## config.mk

```make
export PLATFORM = sky130hd
export DESIGN_NAME = alu_pipe
export DESIGN_NICKNAME = d
export VERILOG_FILES = /design/src/rtl/alu_pkg.sv /design/src/rtl/alu_mul_iter.sv /design/src/rtl/alu_pipe.sv
export SDC_FILE = /design/constraint.sdc
export NUM_CORES = 1
export LEC_CHECK = 0
export BUFFER_PORTS_ARGS = -buffer_cell sky130_fd_sc_hd__buf_4
export CORE_ASPECT_RATIO = 0.8
export CORE_UTILIZATION = 35
export CTS_CLUSTER_SIZE = 16
export DETAILED_ROUTE_END_ITERATION = 6
export GPL_TIMING_DRIVEN = 0
export PLACE_DENSITY_LB_ADDON = 0.08
export SYNTH_ARGS = -nofsm -noshare
export SYNTH_HDL_FRONTEND = slang
export SYNTH_SLANG_ARGS = --single-unit
```

## constraint.sdc

```tcl
create_clock -name clk -period 8.95 [get_ports clk]
set_clock_uncertainty 0.2 [all_clocks]
set_input_delay 0 -clock clk [delete_from_list [all_inputs] [get_ports clk]]
set_output_delay 0 -clock clk [all_outputs]
set_load 0.02 [all_outputs]
```

## src/rtl/alu_pkg.sv

```systemverilog
// alu_pkg: opcodes, flag bit positions and FSM state type shared by the ALU pipeline.
package alu_pkg;
    localparam logic [3:0] OP_ADD  = 4'b0000;
    localparam logic [3:0] OP_NEG  = 4'b0001;
    localparam logic [3:0] OP_AND  = 4'b0010;
    localparam logic [3:0] OP_XOR  = 4'b0011;
    localparam logic [3:0] OP_SLL  = 4'b0100;
    localparam logic [3:0] OP_SRL  = 4'b0101;
    localparam logic [3:0] OP_SRA  = 4'b0110;
    localparam logic [3:0] OP_SLT  = 4'b0111;
    localparam logic [3:0] OP_MULU = 4'b1000;
    localparam logic [3:0] OP_MULS = 4'b1001;
    localparam logic [3:0] OP_SLLV = 4'b1100;
    localparam logic [3:0] OP_SRLV = 4'b1101;
    localparam logic [3:0] OP_SRAV = 4'b1110;
    localparam int CARRY = 2;
    localparam int NEG   = 1;
    localparam int ZERO  = 0;
    typedef enum logic {IDLE, MULT} state_t;
endpackage

```

## src/rtl/alu_mul_iter.sv

```systemverilog
// alu_mul_iter: radix-2 shift-add multiplier on operand magnitudes, one iteration per cycle.
module alu_mul_iter #(
    parameter int WIDTH = 32
) (
    input  logic               clk,
    input  logic               rst,
    input  logic               start,
    input  logic               is_signed,
    input  logic [WIDTH-1:0]   a,
    input  logic [WIDTH-1:0]   b,
    output logic               busy,
    output logic               done,
    output logic [2*WIDTH-1:0] product
);
    localparam int CW = $clog2(WIDTH) + 1;
    logic [2*WIDTH-1:0] acc, mcand, acc_in, mc_in;
    logic [WIDTH-1:0] mplier, mp_in, mag_a, mag_b;
    logic [CW-1:0] cnt;
    logic neg;
    // -2^(WIDTH-1) negates to itself, which read unsigned is the correct magnitude
    assign mag_a = (is_signed && a[WIDTH-1]) ? -a : a;
    assign mag_b = (is_signed && b[WIDTH-1]) ? -b : b;
    // the first iteration runs on the start edge straight from the inputs
    assign acc_in = start ? '0 : acc;
    assign mc_in = start ? {{WIDTH{1'b0}}, mag_a} : mcand;
    assign mp_in = start ? mag_b : mplier;
    assign done = busy && cnt == CW'(WIDTH);
    assign product = neg ? -acc : acc;
    always_ff @(posedge clk or posedge rst) begin
        if (rst) begin
            acc <= '0;
            mcand <= '0;
            mplier <= '0;
            cnt <= '0;
            busy <= 1'b0;
            neg <= 1'b0;
        end else if (start || (busy && !done)) begin
            acc <= acc_in + (mp_in[0] ? mc_in : '0);
            mcand <= mc_in << 1;
            mplier <= mp_in >> 1;
            cnt <= start ? CW'(1) : cnt + CW'(1);
            busy <= 1'b1;
            neg <= start ? (is_signed && (a[WIDTH-1] ^ b[WIDTH-1])) : neg;
        end else if (done) begin
            busy <= 1'b0;
            cnt <= '0;
        end
    end
endmodule

```

## src/rtl/alu_pipe.sv

```systemverilog
// alu_pipe: valid/ready ALU with registered result, single-cycle ops inline and iterative multiply.
module alu_pipe
    import alu_pkg::*;
#(
    parameter int WIDTH = 32,
    parameter int SHW   = $clog2(WIDTH)
) (
    input  logic             clk,
    input  logic             rst,
    input  logic             in_valid,
    output logic             in_ready,
    input  logic [WIDTH-1:0] input1,
    input  logic [WIDTH-1:0] input2,
    input  logic [SHW-1:0]   shamt,
    input  logic [3:0]       control,
    output logic             out_valid,
    input  logic             out_ready,
    output logic [WIDTH-1:0] out,
    output logic [WIDTH-1:0] hi,
    output logic [2:0]       flags
);
    state_t state, next_state;
    logic accept, is_mul, start, mul_busy, mul_done, carry;
    logic [WIDTH-1:0] res;
    logic [WIDTH:0] sum;
    logic [SHW-1:0] sa;
    logic [2*WIDTH-1:0] prod;
    assign in_ready = state == IDLE && !mul_busy && (!out_valid || out_ready);
    assign accept = in_valid && in_ready;
    assign is_mul = control == OP_MULU || control == OP_MULS;
    assign start = accept && is_mul;
    assign sa = control[3] ? input2[SHW-1:0] : shamt;
    always_comb begin
        sum = '0;
        res = '0;
        carry = 1'b0;
        case (control)
            OP_ADD: begin
                sum = {1'b0, input1} + {1'b0, input2};
                res = sum[WIDTH-1:0];
                carry = sum[WIDTH];
            end
            OP_NEG: begin
                sum = {1'b0, ~input2} + (WIDTH+1)'(1);
                res = sum[WIDTH-1:0];
                carry = sum[WIDTH];
            end
            OP_AND: res = input1 & input2;
            OP_XOR: res = input1 ^ input2;
            OP_SLL, OP_SLLV: res = input1 << sa;
            OP_SRL, OP_SRLV: res = input1 >> sa;
            OP_SRA, OP_SRAV: res = WIDTH'($signed(input1) >>> sa);
            OP_SLT: res = WIDTH'($signed(input1) < $signed(input2));
            default: ;
        endcase
    end
    always_ff @(posedge clk or posedge rst) begin
        if (rst) state <= IDLE;
        else state <= next_state;
    end
    always_comb begin
        next_state = state;
        next_state = (state == IDLE && start) ? MULT : (state == MULT && mul_done) ? IDLE : state;
    end
    alu_mul_iter #(.WIDTH(WIDTH)) u_mul (
        .clk(clk),
        .rst(rst),
        .start(start),
        .is_signed(control == OP_MULS),
        .a(input1),
        .b(input2),
        .busy(mul_busy),
        .done(mul_done),
        .product(prod)
    );
    // result register: multiply completion has priority, reserved opcodes fall through as zero
    always_ff @(posedge clk or posedge rst) begin
        if (rst) begin
            out_valid <= 1'b0;
            out <= '0;
            hi <= '0;
            flags <= '0;
        end else if (state == MULT && mul_done) begin
            out_valid <= 1'b1;
            out <= prod[WIDTH-1:0];
            hi <= prod[2*WIDTH-1:WIDTH];
            flags[CARRY] <= 1'b0;
            flags[NEG] <= prod[2*WIDTH-1];
            flags[ZERO] <= prod == '0;
        end else if (accept && !is_mul) begin
            out_valid <= 1'b1;
            out <= res;
            hi <= '0;
            flags[CARRY] <= carry;
            flags[NEG] <= res[WIDTH-1];
            flags[ZERO] <= res == '0;
        end else if (out_ready) begin
            out_valid <= 1'b0;
        end
    end
endmodule

```

# Word level (Yosys, flattened, before mapping)
# Cells that the tools add are included.
[op_classes]
n_div = 0
n_mux = 26
order_cmp = 1
shift = 3
addsub = 7
eq_ne = 13
n_reduce_logical = 30
bitwise = 5
n_mul = 0
[op_table]
columns = ["cell", "n"]
rows = [
  ["$mux W64", 4],
  ["$pmux W32 S8", 1],
  ["$mux W32", 7],
  ["$add A64 B64 Y64", 1],
  ["$logic_not A64 Y1", 1],
  ["$neg A32 Y32", 2],
  ["$neg A64 Y64", 1],
  ["$add A32 B1 Y33 const B", 1],
  ["$add A32 B32 Y33", 1],
  ["$and A32 B32 Y32", 1],
  ["$logic_not A32 Y1", 1],
  ["$lt A32 B32 Y1", 1],
  ["$not A32 Y32", 1],
  ["$shl A32 B5 Y32", 1],
  ["$shr A32 B5 Y32", 1],
  ["$sshr A32 B5 Y32", 1],
  ["$xor A32 B32 Y32", 1],
  ["$eq A4 B4 Y1 const B", 5],
  ["$mux W6", 3],
  ["$eq A4 B3 Y1 const B", 4],
  ["$logic_and A1 B1 Y1", 12],
  ["$eq A4 B2 Y1 const B", 2],
  ["$mux W1", 7],
  ["$add A6 B1 Y6 const B", 1],
  ["14 further kinds", 24],
]
[totals]
register_bits = 235
in_bits = 77
latchBits = 0
mem_bits_ro = 0
word_cells = 96
mem_count = 0
ramBits = 0

# Longest topological paths before layout
[depth]
ltp_word = 8
ltp_mapped = 26
mapped_depth_nobuf = 25

# Cells and area by module
# Synthesis repeated with hierarchy kept, for this count alone.
[unflattened]
cells_unflattened = 3238
hier_area_um2 = 25233.0
[by_module_without_submodules]
columns = ["mod", "cells_each", "area_per_inst_um2", "instances", "seq_area_each_um2"]
rows = [
  ["alu_mul_iter", 1826, 14010.9, 1, 4154.0],
  ["alu_pipe", 1412, 11222.0, 1, 1726.7],
]

# Least setup slack after synthesis
# Ideal clock, no wire load.
[synth_timing]
path_type = "register -> register"
from = "register out_valid"
to = "register u_mul.acc[62]"
stages_incl_launch_ff = 21
path_slack_ps = 3507
required_time_ps = 8614
n_path_buf = 1
setup_time_ps = 136
arrival_time_ps = 5107
cell_sequence = "dfrtp_1 nor2b_1 nor3_1 nand2_1 nor3_1 clkbuf_1 nor2_1 ha_1 fa_1 a21oi_1 o21ai_0 o31ai_1 o32ai_1 o2111ai_1 nand3_1 a31oi_1 o21ai_0 a221o_1 a21oi_1 xor2_1 o21ai_0"
[synth_between]
elab_chain_cells = 8
word_cells_on_any_way = 11
cone_classes = "add/sub (1); mux (4); reduce/logical (6)"
[synth_rtl]
columns = ["element", "line_no", "rtl"]
rows = [
  ["start, declared", "alu_pipe.sv:16", "output logic out_valid,"],
  ["start signal, assigned", "alu_pipe.sv:79", "out_valid <= 1'b0;"],
  ["start signal, assigned", "alu_pipe.sv:84", "out_valid <= 1'b1;"],
  ["start signal, assigned", "alu_pipe.sv:91", "out_valid <= 1'b1;"],
  ["$logic_not A1 Y1 *", "alu_pipe.sv:28", "assign in_ready = state == IDLE && !mul_busy && (!out_valid || out_ready);"],
  ["$logic_or A1 B1 Y1 *", "alu_pipe.sv:28", ""],
  ["$logic_and A1 B1 Y1 *", "alu_pipe.sv:28", ""],
  ["named net in_ready", "alu_pipe.sv:11", "output logic in_ready,"],
  ["$logic_and A1 B1 Y1 *", "alu_pipe.sv:29", "assign accept = in_valid && in_ready;"],
  ["$logic_and A1 B1 Y1 *", "alu_pipe.sv:31", "assign start = accept && is_mul;"],
  ["$mux W64 or $mux W32 (tied branches)", "alu_mul_iter.sv:25, alu_mul_iter.sv:26", ""],
  ["$mux W64", "alu_mul_iter.sv:38", "acc <= acc_in + (mp_in[0] ? mc_in : '0);"],
  ["$add A64 B64 Y64", "alu_mul_iter.sv:38", ""],
  ["end signal, assigned", "alu_mul_iter.sv:38", ""],
  ["end, declared", "alu_mul_iter.sv:16", "logic [2*WIDTH-1:0] acc, mcand, acc_in, mc_in;"],
]
# Mark *: on every way through the listed nets, which the timed path passes. The rest lies on a longest branch.
# A chain may end at the register's enable or synchronous reset.

# Final worst setup path
[layout_timing]
from = "register out_valid"
to = "register u_mul.acc[62]"
[layout_between]
elab_chain_cells = 8
word_cells_on_any_way = 11
cone_classes = "add/sub (1); mux (4); reduce/logical (6)"
[layout_rtl]
columns = ["element", "line_no"]
rows = [
  ["$logic_not A1 Y1 *", "alu_pipe.sv:28"],
  ["$logic_or A1 B1 Y1 *", "alu_pipe.sv:28"],
  ["$logic_and A1 B1 Y1 *", "alu_pipe.sv:28"],
  ["$logic_and A1 B1 Y1 *", "alu_pipe.sv:29"],
  ["$logic_and A1 B1 Y1 *", "alu_pipe.sv:31"],
  ["$mux W64 or $mux W32 (tied branches)", "alu_mul_iter.sv:25, alu_mul_iter.sv:26"],
  ["$mux W64", "alu_mul_iter.sv:38"],
  ["$add A64 B64 Y64", "alu_mul_iter.sv:38"],
]
# Every way passes the cells marked *; elsewhere a longest branch is shown, timed or not.

==> summary.md <==
| Metric | Value |
|---|---|
| Outcome | finished clean |
| Core area | 68,000 um2 |
| Die Y | 238 um |
| Commonest non-fill, non-tap cell in the layout | nand2_1 |
| Final Cycle Share | 90.7% |
| Root Buffer | clkbuf_16 |
| Routed len/inst | 29.4 um |
| Initial DRC count | 3,319 |
| Synthesized area per cell | 7.75 um2 |
| Layout cells sized above 1 | 9.22% |
| Max Slew Vio Count | 0 |
| Startpoint Class | flop |
| Initial cell density of the core | 35.7% |
| Mapped Nets | 3,343 |
| CTS resizes | 0 |
| Drt pass-1 iters | 6 |
| Main combinational cell family by area after synthesis | compound AO/OA/AOI/OAI gates |
| Placer congestion estimate | 1.02 |
| Hold Crit Class | in2reg |
| CP Max Fanout | 10 |
| Lkg Pwr | 11.7 nW |
| Clk buf depth | 3 |
| Final hold vios | 0 |
| Number of global-route vias before repair | 25,100 |
| Setup slack at placement | 1.15 ns |
| Post-synth cell types | 92 |
| Unrepaired setup endpoints after global routing | no |
| Largest net degree at the start of global routing | 124 |
| Non-Filler Instances | 4,313 |
| Post-Synth Adder-Cell Area | 6.97% |
| Power per Cell Area | 211 nW/um2 |
| CTS clk-pin slew, worst paths | 0.06 ns |
| Slowest stage delay, CP | 1.13 ns |
| Post-Synth Simple-Gate Area | 22.1% |
| Critical path's top delay family | compound AO/OA/AOI/OAI gates |
| Worst Setup Slack, final | 0.833 ns |
| # Post-CTS Setup Buffers | 0 |
| Clk sink count | 235 |
| Port Buf Inserts | 142 |
| Worst-Margin Slew | 1.36 ns |
| Initial antenna violation count | 6 |
| Global route total overflow | 0 |
| Synth warn | 0 |
| Final #Nets | 3,582 |
| Mux contribution to synthesized area | 8.43% |
| Die Wd | 296 um |
| # hold bufs at CTS | 63 |
| CP max stage cell | nor3_1 |
| Max Freq | 123 MHz |
| Tmin final | 8.12 ns |
| Worst vdd ir | 0.157 mV |
| I/O Pins | 146 |
| First-pass GRT wire length | 181,000 um |
| Dpl cells | 4,190 |
| DIE AREA | 70,400 um2 |
| Critical path capture point type | flop |
| Cell Rows | 85 |
| Critical Path RT | 9.21 ns |
| Clock Latency Late Sink | 0.60 ns |
| Global Route Usage Sum | 35.5% |
| Post-synthesis register bit count | 235 |
| EDFF count, synth | 0 |
| Layout fillers | 7,143 |
| Main synth FF type | dfrtp_1 |
| Maxcap violations | 0 |
| Cell mode on critical path | o21ai_0 |
| Reg area | 5880 um2 |
| Syn Inst Count | 3,132 |
| Mapped Area | 24,300 um2 |
| Post-route DRC | 0 |
| Detailed-route via count | 27,000 |
| Slew HR | 6.63% |
| Detailed Route WL | 127,000 um |
| Area occupied by multi-input gates | 17,100 um2 |
| Most frequent cells in the layout | 339 x nand2_1, 282 x nor2_1, 264 x o21ai_0, 235 x dfrtp_1, 226 x a21oi_1 |
| CTS tree | yes |
| Register area share after synthesis | 24.2% |
| CTS buffer count | 29 |
| Area Growth Syn to Fin | 16.5% |
| Post-synth ARST share | 100% |
| Synth Area in XOR/XNOR | 8.01% |
| Kind of critical path | reg2reg |
| Compound-Gate Fraction of Synth Area | 25.0% |
| Hpwl dp | 102,000 um |
| CP Data Arrival Time | 8.38 ns |
| DRT antenna net count | 0 |
| Vias/cell | 6.26 |
| Cells along the critical path | nor2b_1 > nor3_1 > nand2_1 > nor3_1 > clkbuf_1 > nor2_1 > ha_1 > fa_1 > a21oi_1 > o21ai_0 > o31ai_1 > o32ai_1 > o2111ai_1 > nand3_1 > a31oi_1 > o21ai_0 > a221o_1 > a21oi_1 > xor2_1 > o21ai_0 |
| Worst path bufs/invs | 1 |
| Final Core Density | 41.6% |
| Htree depth | 1 |
| Setup violations, final | 0 |
-- worst min-delay path: cells and delay by family --
family	cells	cell delay (ns)
buf+inv	3	0.62
xor+xnor	1	0.14
compound gates	1	0.06
-- final timing paths --
kind | start | end | slack [ns] | cells past startpoint
worst min-delay path | input2[4] | u_mul.mplier[3]$_DFFE_PP0P_ | 0.08 | 5
worst max-delay path | out_valid$_DFFE_PP0P_ | u_mul.acc[62]$_DFFE_PP0P_ | 0.83 | 20
max in group asynchronous | rst | u_mul.acc[16]$_DFFE_PP0P_ | 6.86 | 6
worst max register to register | out_valid$_DFFE_PP0P_ | u_mul.acc[62]$_DFFE_PP0P_ | 0.83 | 20
worst min register to register | u_mul.mcand[22]$_DFFE_PP0P_ | u_mul.mcand[22]$_DFFE_PP0P_ | 0.28 | 2
min in group asynchronous | rst | u_mul.mplier[23]$_DFFE_PP0P_ | 0.31 | 4
-- Yosys cell counts (13+ instances only) --
library cell | number | share of area [%]
nand2_1 | 339 | 5.2
nor2_1 | 282 | 4.4
o21ai_0 | 264 | 5.4
dfrtp_1 | 235 | 24
a21oi_1 | 226 | 4.7
clkbuf_1 | 180 | 2.8
ha_1 | 132 | 6.8
xnor2_1 | 121 | 4.4
mux2i_1 | 109 | 4.5
xor2_1 | 101 | 3.6
nand3_1 | 89 | 1.8
inv_1 | 86 | 1.3
nor3_1 | 74 | 1.5
and2_1 | 72 | 1.9
and3_1 | 57 | 1.5
a22oi_1 | 42 | 1.3
nand4_1 | 40 | 1.0
a21o_1 | 39 | 1.2
o31ai_1 | 35 | 1.1
a22o_1 | 34 | 1.2
o22ai_1 | 34 | 0.88
a31oi_1 | 33 | 0.85
o211ai_1 | 33 | 1.0
mux4_2 | 31 | 2.9
a211oi_1 | 28 | 0.87
buf_2 | 28 | 0.58
or3_1 | 28 | 0.72
nor2b_1 | 27 | 0.70
nand2b_1 | 22 | 0.57
nor4_1 | 22 | 0.57
a221oi_1 | 17 | 0.61
o21a_1 | 17 | 0.53
o21bai_1 | 17 | 0.53
o221ai_1 | 17 | 0.61
or4_1 | 16 | 0.49
buf_1 | 13 | 0.20
o41ai_1 | 13 | 0.47
-- cell families (layout without fill, tap and decap cells) --
kind of cell / count (synthesis) / after routing
compound gates: 949 / 949
xor+xnor: 222 / 222
fa+ha+maj: 134 / 134
buf+inv: 317 / 579
flops: 235 / 235
mux: 159 / 159
other cells: 0 / 6
simple gates: 1116 / 1116
-- cell type report --
type,instances,share of cell area (%)
Multi-Input combinational cell,2580,60.5
Clock inverter,14,0.889
Timing Repair Buffer,208,6.23
Buffer,230,3.36
Clock buffer,40,2.96
Inverter,87,1.18
Antenna cell,6,0.0531
Sequential cell,235,20.8
Tap cell,913,4.04
-- state kept, by name (all words and copies together) (netlist names) --
| name | cells |
|---|---|
| flags | 3 |
| hi | 32 |
| out | 32 |
| out_valid | 1 |
| state | 1 |
| u_mul.acc | 64 |
| u_mul.busy | 1 |
| u_mul.cnt | 6 |
| u_mul.mcand | 63 |
| u_mul.mplier | 31 |
| u_mul.neg | 1 |
-- metal layers --
metal	track usage, %	vias up	share of wire (%)
met3	10.2	174	12
met1	55.6	13500	48
met2	46.4	1423	38
met4	7.70	0	2.4
li1	-	11900	-
met5	0	-	0
-- metrics by stage --
step	total power, W	hold slack [ns]	TNS [ns]	cell area [um2]
after floorplan	0.00336	-0.00744	0	24300
after global placement	0.00447	0.143	-149.45	26500
after detailed placement	0.00451	-0.255	0	26600
after CTS	0.00591	0.0463	0	28300
after global routing	0.00627	0.108	0	28300
final	0.00597	0.0783	0	28300
-- where the power goes --
group,switching (W),total (W),internal (W)
Combinational,0.00182,0.00283,0.00101
Clock,0.000527,0.00136,0.000830
Sequential,0.000395,0.00179,0.00139
Note: power is estimated with default switching activity, not from simulation.
